File: src/rtl/mcdf_ctrl_pkg.sv
// Shared definitions for the MCDF control register bank: command encodings,
// register map, CTRL field layout and the address decoder.
package mcdf_ctrl_pkg;

  localparam logic [1:0] CMD_IDLE  = 2'b00;
  localparam logic [1:0] CMD_READ  = 2'b01;
  localparam logic [1:0] CMD_WRITE = 2'b10;
  localparam logic [1:0] CMD_RSVD  = 2'b11;

  localparam logic [7:0] CTRL_BASE     = 8'h00;
  localparam logic [7:0] STAT_BASE     = 8'h20;
  localparam logic [7:0] THRESH_ADDR   = 8'h40;
  localparam logic [7:0] IRQ_STAT_ADDR = 8'h44;
  localparam logic [7:0] LOCK_ADDR     = 8'h48;

  localparam int CTRL_EN_BIT     = 0;
  localparam int CTRL_PRIO_LSB   = 1;
  localparam int CTRL_PKGLEN_LSB = 3;
  localparam int CTRL_IRQEN_BIT  = 6;
  localparam int CTRL_W          = 7;

  localparam logic [CTRL_W-1:0] CTRL_RST = 7'h07;

  typedef struct packed {
    logic       irq_en;
    logic [2:0] pkglen;
    logic [1:0] prio;
    logic       en;
  } ctrl_t;

  typedef enum logic [2:0] {
    SEL_NONE,
    SEL_CTRL,
    SEL_STAT,
    SEL_THRESH,
    SEL_IRQ,
    SEL_LOCK
  } reg_sel_e;

  typedef struct packed {
    reg_sel_e   sel;
    logic [2:0] idx;
  } addr_dec_t;

  // Maps a byte address to a register; SEL_NONE marks unaligned, unmapped,
  // or per-channel slots beyond the instantiated channel count.
  function automatic addr_dec_t decode_addr(input logic [7:0] addr, input int num_ch);
    addr_dec_t  d;
    logic [7:0] ofs;
    ofs   = addr - CTRL_BASE;
    d.sel = SEL_NONE;
    d.idx = ofs[4:2];
    if (ofs[1:0] == 2'b00) begin
      if (ofs < (STAT_BASE - CTRL_BASE)) begin
        if (int'(d.idx) < num_ch) d.sel = SEL_CTRL;
      end else if (addr >= STAT_BASE && addr < THRESH_ADDR) begin
        if (int'(d.idx) < num_ch) d.sel = SEL_STAT;
      end else begin
        case (addr)
          THRESH_ADDR:   d.sel = SEL_THRESH;
          IRQ_STAT_ADDR: d.sel = SEL_IRQ;
          LOCK_ADDR:     d.sel = SEL_LOCK;
          default:       d.sel = SEL_NONE;
        endcase
      end
    end
    return d;
  endfunction

endpackage

File: src/rtl/mcdf_ctrl_chan.sv
// One slave channel: its CTRL register and the sticky margin-threshold flag.
module mcdf_ctrl_chan
  import mcdf_ctrl_pkg::*;
#(
  parameter int MARGIN_W = 6
) (
  input  logic                clk_i,
  input  logic                rst_i,
  input  logic                i_ctrl_we,
  input  logic [CTRL_W-1:0]   i_wdata,
  input  logic                i_lock,
  input  logic                i_flag_clr,
  input  logic [MARGIN_W-1:0] i_thresh,
  input  logic [MARGIN_W-1:0] i_margin,
  output ctrl_t               o_ctrl,
  output logic                o_flag
);

  ctrl_t r_ctrl;
  logic  r_flag;
  logic  w_set;

  assign w_set = r_ctrl.en && (i_margin <= i_thresh);

  // NOTE: sequential state uses non-blocking assignments so every register
  // samples pre-edge values, and the async reset sits in the sensitivity list.
  always_ff @(posedge clk_i or posedge rst_i) begin
    if (rst_i) begin
      r_ctrl <= ctrl_t'(CTRL_RST);
    end else if (i_ctrl_we && !i_lock) begin
      r_ctrl.en     <= i_wdata[CTRL_EN_BIT];
      r_ctrl.prio   <= i_wdata[CTRL_PRIO_LSB +: 2];
      r_ctrl.pkglen <= i_wdata[CTRL_PKGLEN_LSB +: 3];
      r_ctrl.irq_en <= i_wdata[CTRL_IRQEN_BIT];
    end
  end

  // A new set on the same edge as a W1C clear wins.
  always_ff @(posedge clk_i or posedge rst_i) begin
    if (rst_i) begin
      r_flag <= 1'b0;
    end else begin
      r_flag <= w_set | (r_flag & ~i_flag_clr);
    end
  end

  assign o_ctrl = r_ctrl;
  assign o_flag = r_flag;

endmodule

File: src/rtl/mcdf_ctrl_regs_p.sv
// MCDF control register bank: command decode, THRESH/LOCK registers, read mux,
// error pulse and interrupt combine around NUM_CH channel register slices.
module mcdf_ctrl_regs_p
  import mcdf_ctrl_pkg::*;
#(
  parameter int NUM_CH   = 3,
  parameter int MARGIN_W = 6
) (
  input  logic                       clk_i,
  input  logic                       rst_i,
  input  logic [1:0]                 cmd_i,
  input  logic [7:0]                 cmd_addr_i,
  input  logic [31:0]                cmd_data_i,
  input  logic [NUM_CH*MARGIN_W-1:0] slv_margin_i,
  output logic [31:0]                cmd_data_o,
  output logic                       cmd_err_o,
  output logic [NUM_CH-1:0]          slv_en_o,
  output logic [2*NUM_CH-1:0]        slv_prio_o,
  output logic [3*NUM_CH-1:0]        slv_pkglen_o,
  output logic                       irq_o
);

  addr_dec_t w_dec;
  logic      w_is_rd;
  logic      w_is_wr;
  logic      w_err;
  logic      w_rd_ok;
  logic      w_wr_ok;
  logic      w_locked_target;

  logic [MARGIN_W-1:0] r_thresh;
  logic                r_lock;
  logic [31:0]         r_rdata;
  logic                r_err;
  logic [31:0]         w_rdata;

  ctrl_t               w_ctrl [NUM_CH];
  logic [NUM_CH-1:0]   w_flags;
  logic [NUM_CH-1:0]   w_ctrl_we;
  logic [NUM_CH-1:0]   w_flag_clr;
  logic [NUM_CH-1:0]   w_irq_src;
  logic                w_unused_data;

  assign w_dec   = decode_addr(cmd_addr_i, NUM_CH);
  assign w_is_rd = (cmd_i == CMD_READ);
  assign w_is_wr = (cmd_i == CMD_WRITE);

  assign w_locked_target = (w_dec.sel == SEL_CTRL) || (w_dec.sel == SEL_THRESH);

  assign w_err = (cmd_i == CMD_RSVD)
              || ((cmd_i != CMD_IDLE) && (w_dec.sel == SEL_NONE))
              || (w_is_wr && (w_dec.sel == SEL_STAT))
              || (w_is_wr && r_lock && w_locked_target);

  assign w_rd_ok = w_is_rd && !w_err;
  assign w_wr_ok = w_is_wr && !w_err;

  // Upper write-data bits carry no register field.
  assign w_unused_data = &{1'b0, cmd_data_i[31:CTRL_W]};

  for (genvar k = 0; k < NUM_CH; k++) begin : g_chan
    assign w_ctrl_we[k]  = w_wr_ok && (w_dec.sel == SEL_CTRL) && (w_dec.idx == 3'(k));
    assign w_flag_clr[k] = w_wr_ok && (w_dec.sel == SEL_IRQ) && cmd_data_i[k];

    mcdf_ctrl_chan #(
      .MARGIN_W (MARGIN_W)
    ) u_chan (
      .clk_i      (clk_i),
      .rst_i      (rst_i),
      .i_ctrl_we  (w_ctrl_we[k]),
      .i_wdata    (cmd_data_i[CTRL_W-1:0]),
      .i_lock     (r_lock),
      .i_flag_clr (w_flag_clr[k]),
      .i_thresh   (r_thresh),
      .i_margin   (slv_margin_i[k*MARGIN_W +: MARGIN_W]),
      .o_ctrl     (w_ctrl[k]),
      .o_flag     (w_flags[k])
    );

    assign slv_en_o[k]          = w_ctrl[k].en;
    assign slv_prio_o[2*k +: 2] = w_ctrl[k].prio;
    assign slv_pkglen_o[3*k +: 3] = w_ctrl[k].pkglen;
    assign w_irq_src[k]         = w_flags[k] & w_ctrl[k].irq_en;
  end

  // NOTE: w_rdata gets a full default before the case so no path leaves it
  // unassigned, which would otherwise infer a latch.
  always_comb begin
    w_rdata = '0;
    case (w_dec.sel)
      SEL_CTRL: begin
        for (int k = 0; k < NUM_CH; k++) begin
          if (w_dec.idx == 3'(k)) w_rdata[CTRL_W-1:0] = w_ctrl[k];
        end
      end
      SEL_STAT: begin
        for (int k = 0; k < NUM_CH; k++) begin
          if (w_dec.idx == 3'(k)) w_rdata[MARGIN_W-1:0] = slv_margin_i[k*MARGIN_W +: MARGIN_W];
        end
      end
      SEL_THRESH: w_rdata[MARGIN_W-1:0] = r_thresh;
      SEL_IRQ:    w_rdata[NUM_CH-1:0]   = w_flags;
      SEL_LOCK:   w_rdata[0]            = r_lock;
      default:    w_rdata               = '0;
    endcase
  end

  always_ff @(posedge clk_i or posedge rst_i) begin
    if (rst_i) begin
      r_thresh <= '0;
      r_lock   <= 1'b0;
      r_rdata  <= '0;
      r_err    <= 1'b0;
    end else begin
      r_err <= w_err;
      if (w_rd_ok) r_rdata <= w_rdata;
      if (w_wr_ok && (w_dec.sel == SEL_THRESH)) r_thresh <= cmd_data_i[MARGIN_W-1:0];
      // LOCK is one-way: only reset returns it to zero.
      if (w_wr_ok && (w_dec.sel == SEL_LOCK) && cmd_data_i[0]) r_lock <= 1'b1;
    end
  end

  assign cmd_data_o = r_rdata;
  assign cmd_err_o  = r_err;
  assign irq_o      = |w_irq_src;

endmodule

File: config.mk
export PLATFORM = sky130hd
export DESIGN_NAME = mcdf_ctrl_regs_p
export DESIGN_NICKNAME = d
export VERILOG_FILES = /design/src/rtl/mcdf_ctrl_pkg.sv /design/src/rtl/mcdf_ctrl_chan.sv /design/src/rtl/mcdf_ctrl_regs_p.sv
export SDC_FILE = /design/constraint.sdc
export NUM_CORES = 1
export LEC_CHECK = 0
export BUFFER_PORTS_ARGS = -buffer_cell sky130_fd_sc_hd__clkbuf_2
export CAP_MARGIN = 20
export CELL_PAD_IN_SITES_DETAIL_PLACEMENT = 1
export CELL_PAD_IN_SITES_GLOBAL_PLACEMENT = 1
export CORE_MARGIN = 2
export CORE_UTILIZATION = 32
export CTS_CLUSTER_SIZE = 16
export DETAILED_ROUTE_END_ITERATION = 8
export HOLD_SLACK_MARGIN = 0.03
export PLACE_DENSITY_LB_ADDON = 0.3
export SLEW_MARGIN = 25
export SYNTH_ARGS = -nofsm -noshare
export SYNTH_HDL_FRONTEND = slang
export SYNTH_SLANG_ARGS = --single-unit
File: constraint.sdc
create_clock -name clk_i -period 1.55 [get_ports clk_i]
set_clock_uncertainty 0.1 [all_clocks]
set_input_delay 0.3875 -clock clk_i [delete_from_list [all_inputs] [get_ports clk_i]]
set_output_delay 0.3875 -clock clk_i [all_outputs]
set_load 0.01 [all_outputs]
* Word-level counts from Yosys, hierarchy flattened
Cells that the tools add are included.
** Operators by class
- Reductions and logical operators :: 35
- Multiplexer cells :: 16
- Magnitude comparators :: 7
- Bitwise operators :: 12
- Equal/unequal tests :: 13
** Operators by type and width (count)
- $eq 8x7->1 const B :: 3
- $logic_and 1x1->1 :: 24
- $mux 7 :: 3
- $le 6x6->1 :: 3
- $mux 6 :: 3
- $pmux 3 s3 :: 2
- $eq 3x2->1 const B :: 3
- $mux 3 :: 3
- $ge 8x6->1 const B :: 1
- $lt 8x6->1 const B :: 1
- $lt 8x7->1 const B :: 1
- $pmux 2 s4 :: 1
- $and 1x1->1 :: 6
- $eq 3x1->1 const B :: 2
- $eq 3x3->1 const B :: 2
- $logic_not 3->1 :: 2
- $pmux 1 s5 :: 1
- $eq 2x2->1 const B :: 2
- $logic_or 1x1->1 :: 4
- $lt 3x2->1 const B :: 1
- $not 1->1 :: 3
- $or 1x1->1 :: 3
- $reduce_or 3->1 :: 1
- $eq 2x1->1 const B :: 1
- other kinds (5) :: 7
** Storage, ports and cells
- Bits of input ports :: 62
- Register bits :: 39
- Output and inout port bits :: 52
- Logic and storage cells :: 102

* Longest topological paths before layout
Gate-level depths: netlist of the first run.
- Depth after elaboration :: 17
- Depth in mapped cells :: 7
- Mapped depth without buffers :: 7

* Modules after synthesis
From an unflattened synthesis of the first run, not the netlist that was laid out.
** Unflattened totals
- Cell total of the unflattened synthesis :: 298
- Area total of the unflattened synthesis :: 2901.5 um^2
** By module, submodules not included
- mcdf_ctrl_chan :: area an instance 496.7 um^2, sequential area each 203.9 um^2, instances 3, cells an instance 42
- mcdf_ctrl_regs_p :: area an instance 1411.4 um^2, sequential area each 375.4 um^2, instances 1, cells an instance 172

* Worst setup path before layout of the first run
OpenSTA, ideal clock, no wires.
- Kind :: input port to flip-flop
- From :: input port cmd_addr_i[7]
- To :: register g_chan[0].u_chan.r_ctrl, in the netlist g_chan[0].u_chan.o_ctrl[3]
- Path slack :: -0.509 ns
- Stages :: 5
- Arrival time :: 1.835 ns
- Data required time :: 1.325 ns
- Buffers on the path :: 0
- Path through :: or4_4 -> nor2_4 -> nand2_2 -> nor4_4 -> mux2_2
** Between the ends
- Word-level cells in the longest chain between the ends :: 15
- Elaborated cells on any way between the ends :: 27
** RTL lines
- start, declared :: RTL line mcdf_ctrl_regs_p.sv:12 : input logic [7:0] cmd_addr_i,
- $ge 8x6->1, or another cell as far along :: RTL line mcdf_ctrl_pkg.sv:56 : end else if (addr >= STAT_BASE && addr < THRESH_ADDR) begin
- $logic_and 1x1->1 or $pmux 3 s3 (tied branches) :: RTL line mcdf_ctrl_pkg.sv:56, mcdf_ctrl_pkg.sv:59
- $mux 3 :: RTL line mcdf_ctrl_pkg.sv:56
- $mux 3 (*) :: RTL line mcdf_ctrl_pkg.sv:54 : if (ofs < (STAT_BASE - CTRL_BASE)) begin
- $mux 3 (*) :: RTL line mcdf_ctrl_pkg.sv:53 : if (ofs[1:0] == 2'b00) begin
- $logic_not 3->1 :: RTL line mcdf_ctrl_regs_p.sv:51 : || ((cmd_i != CMD_IDLE) && (w_dec.sel == SEL_NONE))
- $logic_and 1x1->1 :: RTL line mcdf_ctrl_regs_p.sv:51
- $logic_or 1x1->1 :: RTL line mcdf_ctrl_regs_p.sv:51
- $logic_or 1x1->1 :: RTL line mcdf_ctrl_regs_p.sv:52 : || (w_is_wr && (w_dec.sel == SEL_STAT))
- $logic_or 1x1->1 :: RTL line mcdf_ctrl_regs_p.sv:53 : || (w_is_wr && r_lock && w_locked_target);
- $logic_not 1->1 :: RTL line mcdf_ctrl_regs_p.sv:56 : assign w_wr_ok = w_is_wr && !w_err;
- $logic_and 1x1->1 :: RTL line mcdf_ctrl_regs_p.sv:56
- $logic_and 1x1->1 (*) (2 in series) :: RTL line mcdf_ctrl_regs_p.sv:62 : assign w_ctrl_we[k] = w_wr_ok && (w_dec.sel == SEL_CTRL) && (w_dec.idx == 3'(k));
- $logic_and 1x1->1 (*) :: RTL line mcdf_ctrl_chan.sv:30 : end else if (i_ctrl_we && !i_lock) begin
- end signal, assigned :: RTL line mcdf_ctrl_chan.sv:29 : r_ctrl <= ctrl_t'(CTRL_RST);
- end, declared :: RTL line mcdf_ctrl_chan.sv:19 : ctrl_t r_ctrl;
Mark *: on every way between the ends. The rest lies on a longest branch, timed or not.
A chain may end at the register's enable or synchronous reset.

* Final worst setup path of the first run
- From :: input port cmd_addr_i[7]
- To :: register g_chan[0].u_chan.r_ctrl, in the netlist g_chan[0].u_chan.o_ctrl[6]
The elaborated chain is that of the path after synthesis.

==> results of run 1 <==
through the flow:
step	hold slack, ns	setup TNS, ns
3_5_place_dp	0.343	-20.50
4_1_cts	0.245	-5.44
6_report	0.252	-5.66
3_3_place_gp	0.335	-18.61
2_1_floorplan	0.379	-11.64
5_1_grt	0.270	-7.80
kinds of logic (layout without fill, tap and decap cells):
| group | after synthesis | after routing | share of synthesized area, % |
|---|---|---|---|
| DFF | 39 | 39 | 35.4 |
| AOI/OAI and AO/OA | 48 | 48 | 11.5 |
| muxes | 43 | 43 | 16.7 |
| and+or+nand+nor | 71 | 71 | 13.6 |
| adders and majority gates | 18 | 18 | 8.08 |
| other | 1 | 25 | 0.135 |
| buffers and inverters | 64 | 134 | 14.6 |
how the worst max path moves through the flow:
stage | startpoint | end
6_report | cmd_addr_i[7] | g_chan[0].u_chan.o_ctrl[6]$_DFFE_PP0P_
3_5_place_dp | cmd_addr_i[4] | r_thresh[2]$_DFFE_PP0P_
2_1_floorplan | cmd_addr_i[7] | g_chan[0].u_chan.o_ctrl[3]$_DFFE_PP0P_
5_1_grt | g_chan[1].u_chan.o_flag$_DFF_PP0_ | irq_o
3_3_place_gp | cmd_addr_i[7] | g_chan[0].u_chan.o_ctrl[4]$_DFFE_PP0P_
4_1_cts | g_chan[1].u_chan.o_flag$_DFF_PP0_ | irq_o
power groups by stage:
stage / logic [mW] / clock network [mW] / registers, mW
finish: 0.513 / 1.07 / 1.09
global route: 0.567 / 1.12 / 1.10
CTS: 0.496 / 1.08 / 1.10
detailed placement: 0.474 / 0 / 1.11
global placement: 0.459 / 0 / 1.11
floorplan: 0.287 / 0 / 1.11
sequential cells by signal, summed over array words and instances, names as in the netlist:
signal,cells
cmd_data_o,7
cmd_err_o,1
g_chan.u_chan.o_ctrl,21
g_chan.u_chan.o_flag,3
r_lock,1
r_thresh,6
cell usage in the layout, fill, tap and decap left out, types with 5 or more instances in the layout:
cell type,count
mux2i_1,16
a31oi_1,5
dfrtp_1,29
nor2_1,11
inv_1,8
dfstp_2,9
clkbuf_8,5
a21oi_1,5
ha_1,17
o21ai_0,14
o211ai_1,8
buf_4,42
mux2_4,7
nand2_1,18
conb_1,25
mux2_2,20
clkbuf_2,56
buf_6,10
cell type report:
cell class | instances | area [um2] | share of cell area, %
inverters | 11 | 41.3 | 1.09
repair buffers | 115 | 816 | 21.6
well taps | 108 | 135 | 3.57
multi-input cells | 205 | 1660 | 44.0
clock inverters | 3 | 71.3 | 1.88
clock buffers | 5 | 68.8 | 1.82
flip-flops and latches | 39 | 988 | 26.1
layer usage:
metal / share of wire, % / routed length (um)
met2: 53 / 4350
met5: 0 / 0
met3: 3.5 / 291
met4: 1.0 / 84
met1: 43 / 3550
repair_timing:
| action | 4_1_cts | 5_1_grt |
|---|---|---|
| resized for setup | 23 | 37 |
| pin swaps | 5 | 6 |
| hold buffers | 1 | 0 |
| setup endpoints to repair | 39 | 41 |
| buffers inserted | 7 | 3 |
| hold endpoints to repair | 30 | 0 |
worst max-delay path: stages:
cell and delay, ns:
buf_8 0.09, or4_4 0.55, nor2_4 0.13, nand2_2 0.08, nor4_4 0.17, buf_6 0.20
mux2_4 0.31
==> summary.txt, run 1 <==
Setup path
  • Worst Path Arrival: 1.92 ns
  • Critical Path RT: 1.64 ns
  • CP startpoint kind: input port
  • CP Max Fanout: 7
  • FF-to-FF path depth: 5
  • Reg2reg start: r_lock$_DFFE_PP0P_
  • Critical Path End Type: register
  • RR Endpoint: g_chan[0].u_chan.o_ctrl[6]$_DFFE_PP0P_
  • Critical path class: input port to register
  • R2r setup slk: -0.14 ns

Die
  • FP Rows: 34
  • Die area: 0.00947 mm2
  • Initial Util: 32.4%
  • Chip Height: 97.3 um
  • Die Wd: 97.3 um
  • Core area: 0.00859 mm2
  • IO Count: 114

Yosys
  • YS warnings: 0
  • Cell variety after synth: 40
  • Sequential-to-total area share from yosys stat: 35.4%
  • Synth Instances: 284
  • Area leader, netlist: dfrtp_1
  • Count leader, synth: buf_4
  • Post-synth top flop: dfrtp_1
  • EDFF count, synth: 0
  • Async SR Flop Fraction: 100%
  • Synth cell count leaders: buf_4 (43), dfrtp_1 (30), mux2_2 (27), nand2_1 (23), ha_1 (18)
  • Synth top area share: 26.9%
  • Post-Syn Area: 0.00279 mm2
  • Top cells by area, synth: dfrtp_1 (27%), buf_4 (12%), mux2_2 (11%), dfstp_2 (8.5%), ha_1 (8.1%)
  • Syn_area_per_cell: 9.82 um2
  • Flops & latches, synth: 39

Routing
  • Via count: 2360
  • Vias per cell: 4.86
  • DRT Wirelength: 8280 um
  • Routed WL per cell: 17.0 um
  • Initial DRC count: 94
  • Drt pass-1 iters: 4
  • Residual DRC count: 0
  • Antenna Nets Post-Route: 0

Clocking
  • CTS tree: done
  • Clk root buf: clkbuf_8
  • Clock Latency Late Sink: 0.30 ns
  • Clock Sinks: 39
  • CTS Buf Count: 5
  • Clk pin slew, worst setup/hold paths: 0.09 ns
  • CTS Buffer Depth: 2
  • H-tree depth: 2

STA
  • # setup viols final: 38
  • Period utilisation layout: 118%
  • Slew Viols, Final: 0
  • Final hold vios: 0
  • Final min period: 1.82 ns
  • Crit path setup slack, layout: -0.272 ns
  • Max frequency: 549 MHz
  • RSZ-0062 raised after global routing: yes

Pwr
  • Maximum VDD drop: 0.322 mV
  • PD cells: 706 mW/mm2
  • Sw power: 0.720 mW
  • P_leak: 1.92 nW
  • Combinational power share: 19.2%
  • Int Power: 1.95 mW
  • Sequential power share: 40.9%
  • Total power: 2.67 mW
  • Clk pwr share: 39.9%
  • Net Sw Frac: 26.9%

GRT
  • Largest net degree at the start of global routing: 40
  • Global Route met1 Usage: 21.7%
  • Vias in the first global route: 2527
  • Most Crowded Layer GR: met2
  • Antenna violations before repair: 0
  • First-pass GRT wire length: 13200 um
  • Grt ovf: 0
  • GR Util met2: 31.7%
  • Met3 Resource Use GR: 2.52%
  • Total global-route track usage: 17.4%

Place
  • Placed cells: 468
  • Input/output buffers: 63
  • Routability congestion estimate from global placement: 0.792
  • Place WS: -0.645 ns
  • Post-DP Area: 0.00334 mm2
  • Hpwl dp: 6420 um

Layout
  • Area Growth Syn to Fin: 35.8%
  • Filler cells: 1013
  • Final-stage net count: 457
  • Layout cells sized above 1: 50.0%
  • Ant. Diodes: 0
  • Final core utilization: 44.0%
  • Finished Cell Area: 0.00378 mm2
  • Post-Layout Cell Count: 486

Hold path
  • Min-delay worst type: input port to register
  • Hold Crit Depth: 2
  • Hold path startpoint: cmd_data_i[6]
  • WHS Endpoint: g_chan[2].u_chan.o_ctrl[6]$_DFFE_PP0P_

Flow run
  • Maximum Capacitance Violations: 0

Status
  • Violations in the final reports: setup timing
  • Status: finished, violations left
No activity file was read; power rests on OpenSTA's default activity.
==> run 2, diff against run 1 <==
==> constraint.sdc (replaced) <==
create_clock -name clk_i -period 1.55 [get_ports clk_i]
set_clock_uncertainty 0.1 [all_clocks]
set_input_delay 0.155 -clock clk_i [delete_from_list [all_inputs] [get_ports clk_i]]
set_output_delay 0.155 -clock clk_i [all_outputs]
set_load 0.01 [all_outputs]
==> run 2 against run 1 <==
The run still ends with setup timing left; count of clock-buffer cells in the layout unchanged; design area down 4.0%; first-iteration DRC count up 2.1%; fmax up 13%; worst setup slack better by 0.21 ns; register-to-register slack better by 0.12 ns.
==> summary.txt, run 2 (synthesized netlist as in run 1, its figures left out) <==
Layout
  • Area Growth Syn to Fin: 30.4%
  • Commonest non-fill, non-tap cell in the layout: clkbuf_2
  • Commonest cells after routing, fill and taps aside: clkbuf_2 (61), buf_4 (32), dfrtp_1 (29)
  • Largest register FFs: 21
  • Finished Cell Area: 0.00363 mm2
  • Final-stage net count: 441
  • Filler cells: 984
  • Layout cells sized above 1: 48.3%
  • Ant. Diodes: 0

Setup path
  • CP Max Fanout: 2
  • CP max-delay cell: a222oi_1
  • Critical Path RT: 1.29 ns
  • Worst Path Arrival: 1.36 ns
  • Cells along the critical path: a222oi_1 -> inv_1 -> clkbuf_2
  • Critical path buffer and inverter count: 2
  • Slowest stage delay, CP: 0.43 ns
  • CP startpoint kind: register
  • Critical Path End Type: output pin
  • Crit. path cell count: 3
  • Critical path class: register to output pin
  • Delay-heaviest family, CP: compound AO/OA/AOI/OAI gates
  • FF-to-FF path depth: 6

Clocking
  • Clock Latency Late Sink: 0.31 ns
  • CTS Buf Count: 5
  • CTS tree: done
  • Clock Sinks: 39
  • CTS Buffer Depth: 2
  • H-tree depth: 2
  • Clk root buf: clkbuf_8
  • Clk pin slew, worst setup/hold paths: 0.09 ns

GRT
  • Vias in the first global route: 2423
  • First-pass GRT wire length: 12700 um
  • Grt ovf: 0
  • Antenna violations before repair: 0
  • Total global-route track usage: 17.0%
  • Largest net degree at the start of global routing: 40

Hold path
  • Min-delay worst type: input port to register
  • Hold Crit Depth: 2

Pwr
  • P_leak: 1.80 nW
  • Maximum VDD drop: 0.331 mV
  • PD cells: 733 mW/mm2

Die
  • IO Count: 114
  • Core area: 0.00859 mm2
  • Die Wd: 97.3 um
  • Chip Height: 97.3 um
  • Die area: 0.00947 mm2
  • Initial Util: 32.4%
  • FP Rows: 34

Routing
  • Routed WL per cell: 17.1 um
  • DRT Wirelength: 8030 um
  • Antenna Nets Post-Route: 0
  • Drt pass-1 iters: 4
  • Via count: 2348
  • Vias per cell: 5.00
  • Residual DRC count: 0
  • Initial DRC count: 96

Place
  • Place WS: -0.398 ns
  • Post-DP Area: 0.00325 mm2
  • Hpwl dp: 6360 um
  • Routability congestion estimate from global placement: 0.808
  • Input/output buffers: 63

STA
  • Crit path setup slack, layout: -0.0635 ns
  • # setup viols final: 7
  • Final hold vios: 0
  • Slew Viols, Final: 0
  • Final min period: 1.61 ns
  • Fin Hold WS: 0.0328 ns
  • Max frequency: 620 MHz
  • Period utilisation layout: 104%
  • Worst-Margin Slew: 0.505 ns
  • Relative slew slack: 66.3%
  • Setup TNS: -0.126 ns
  • RSZ-0062 raised after global routing: yes

Flow run
  • Maximum Capacitance Violations: 0

Status
  • Violations in the final reports: setup timing
  • Status: finished, violations left
-- run 2: changes by cell type in the layout (fill, tap and decap cells not counted), moves of 3 or more --
| cell | delta |
|---|---|
| buf_4 | -10 |
| ha_4 | +8 |
| buf_6 | -7 |
| ha_1 | -7 |
| clkbuf_2 | +5 |
| o21ai_0 | -5 |
| nand2_1 | +4 |
| o21ai_1 | +3 |
| o221ai_1 | +3 |
| o221ai_2 | -3 |
-- run 2: path summary, 6_finish.rpt --
check                                                   from                                     end  slack (ns)
max                        g_chan[1].u_chan.o_flag$_DFF_PP0_                                   irq_o       -0.06
max in group asynchronous                              rst_i                 r_thresh[0]$_DFFE_PP0P_        0.58
max reg2reg                          r_thresh[2]$_DFFE_PP0P_       g_chan[1].u_chan.o_flag$_DFF_PP0_       -0.02
min                                            cmd_data_i[5]  g_chan[0].u_chan.o_ctrl[5]$_DFFE_PP0P_        0.03
min reg2reg                        cmd_data_o[6]$_DFFE_PP0P_               cmd_data_o[6]$_DFFE_PP0P_        0.38
min in group asynchronous                              rst_i  g_chan[2].u_chan.o_ctrl[4]$_DFFE_PP0P_        0.39
-- run 2: what timing repair did --
item                                    4_1_cts  5_1_grt
resized for setup                            29       19
pin swaps                                     7        8
endpoints found under the setup margin       26       31
setup buffers                                 2        0
endpoints found under the hold margin        30        0
hold buffers                                  1        0
-- run 2: where the power goes --
group	leakage, nW	switching [mW]	internal [mW]
sequential	0.501	0.0311	1.06
combinational	1.23	0.275	0.228
clock	0.0703	0.414	0.654
total	1.80	0.720	1.94
-- run 2: metal layers --
| layer | vias up | GRT usage [%] | share of wire, % |
|---|---|---|---|
| li1 | 1101 | - | - |
| met1 | 1163 | 21.2 | 42 |
| met2 | 72 | 30.7 | 53 |
| met3 | 12 | 2.81 | 4.3 |
| met4 | 0 | 4.17 | 1.5 |
| met5 | - | 0 | 0 |
-- run 2: final cells by class --
type                       count  area [um2]  area share (%)
tap                          108         135            3.72
timing repair buffer          99         629            17.3
sequential                    39         988            27.2
clock buffer                   5        68.8            1.89
inverter                      11        46.3            1.27
clock inverter                 3        71.3            1.96
multi-input combinational    205        1700            46.6
-- run 2: through the flow --
| stage | total power, mW | instances | utilization [%] |
|---|---|---|---|
| 2_1_floorplan | 1.40 | 308 | - |
| 3_3_place_gp | 1.54 | 459 | 37.8 |
| 3_5_place_dp | 1.56 | 459 | 37.8 |
| 4_1_cts | 2.66 | 470 | 41.6 |
| 5_1_grt | 2.78 | 470 | 42.3 |
| 6_report | 2.66 | 470 | 42.3 |
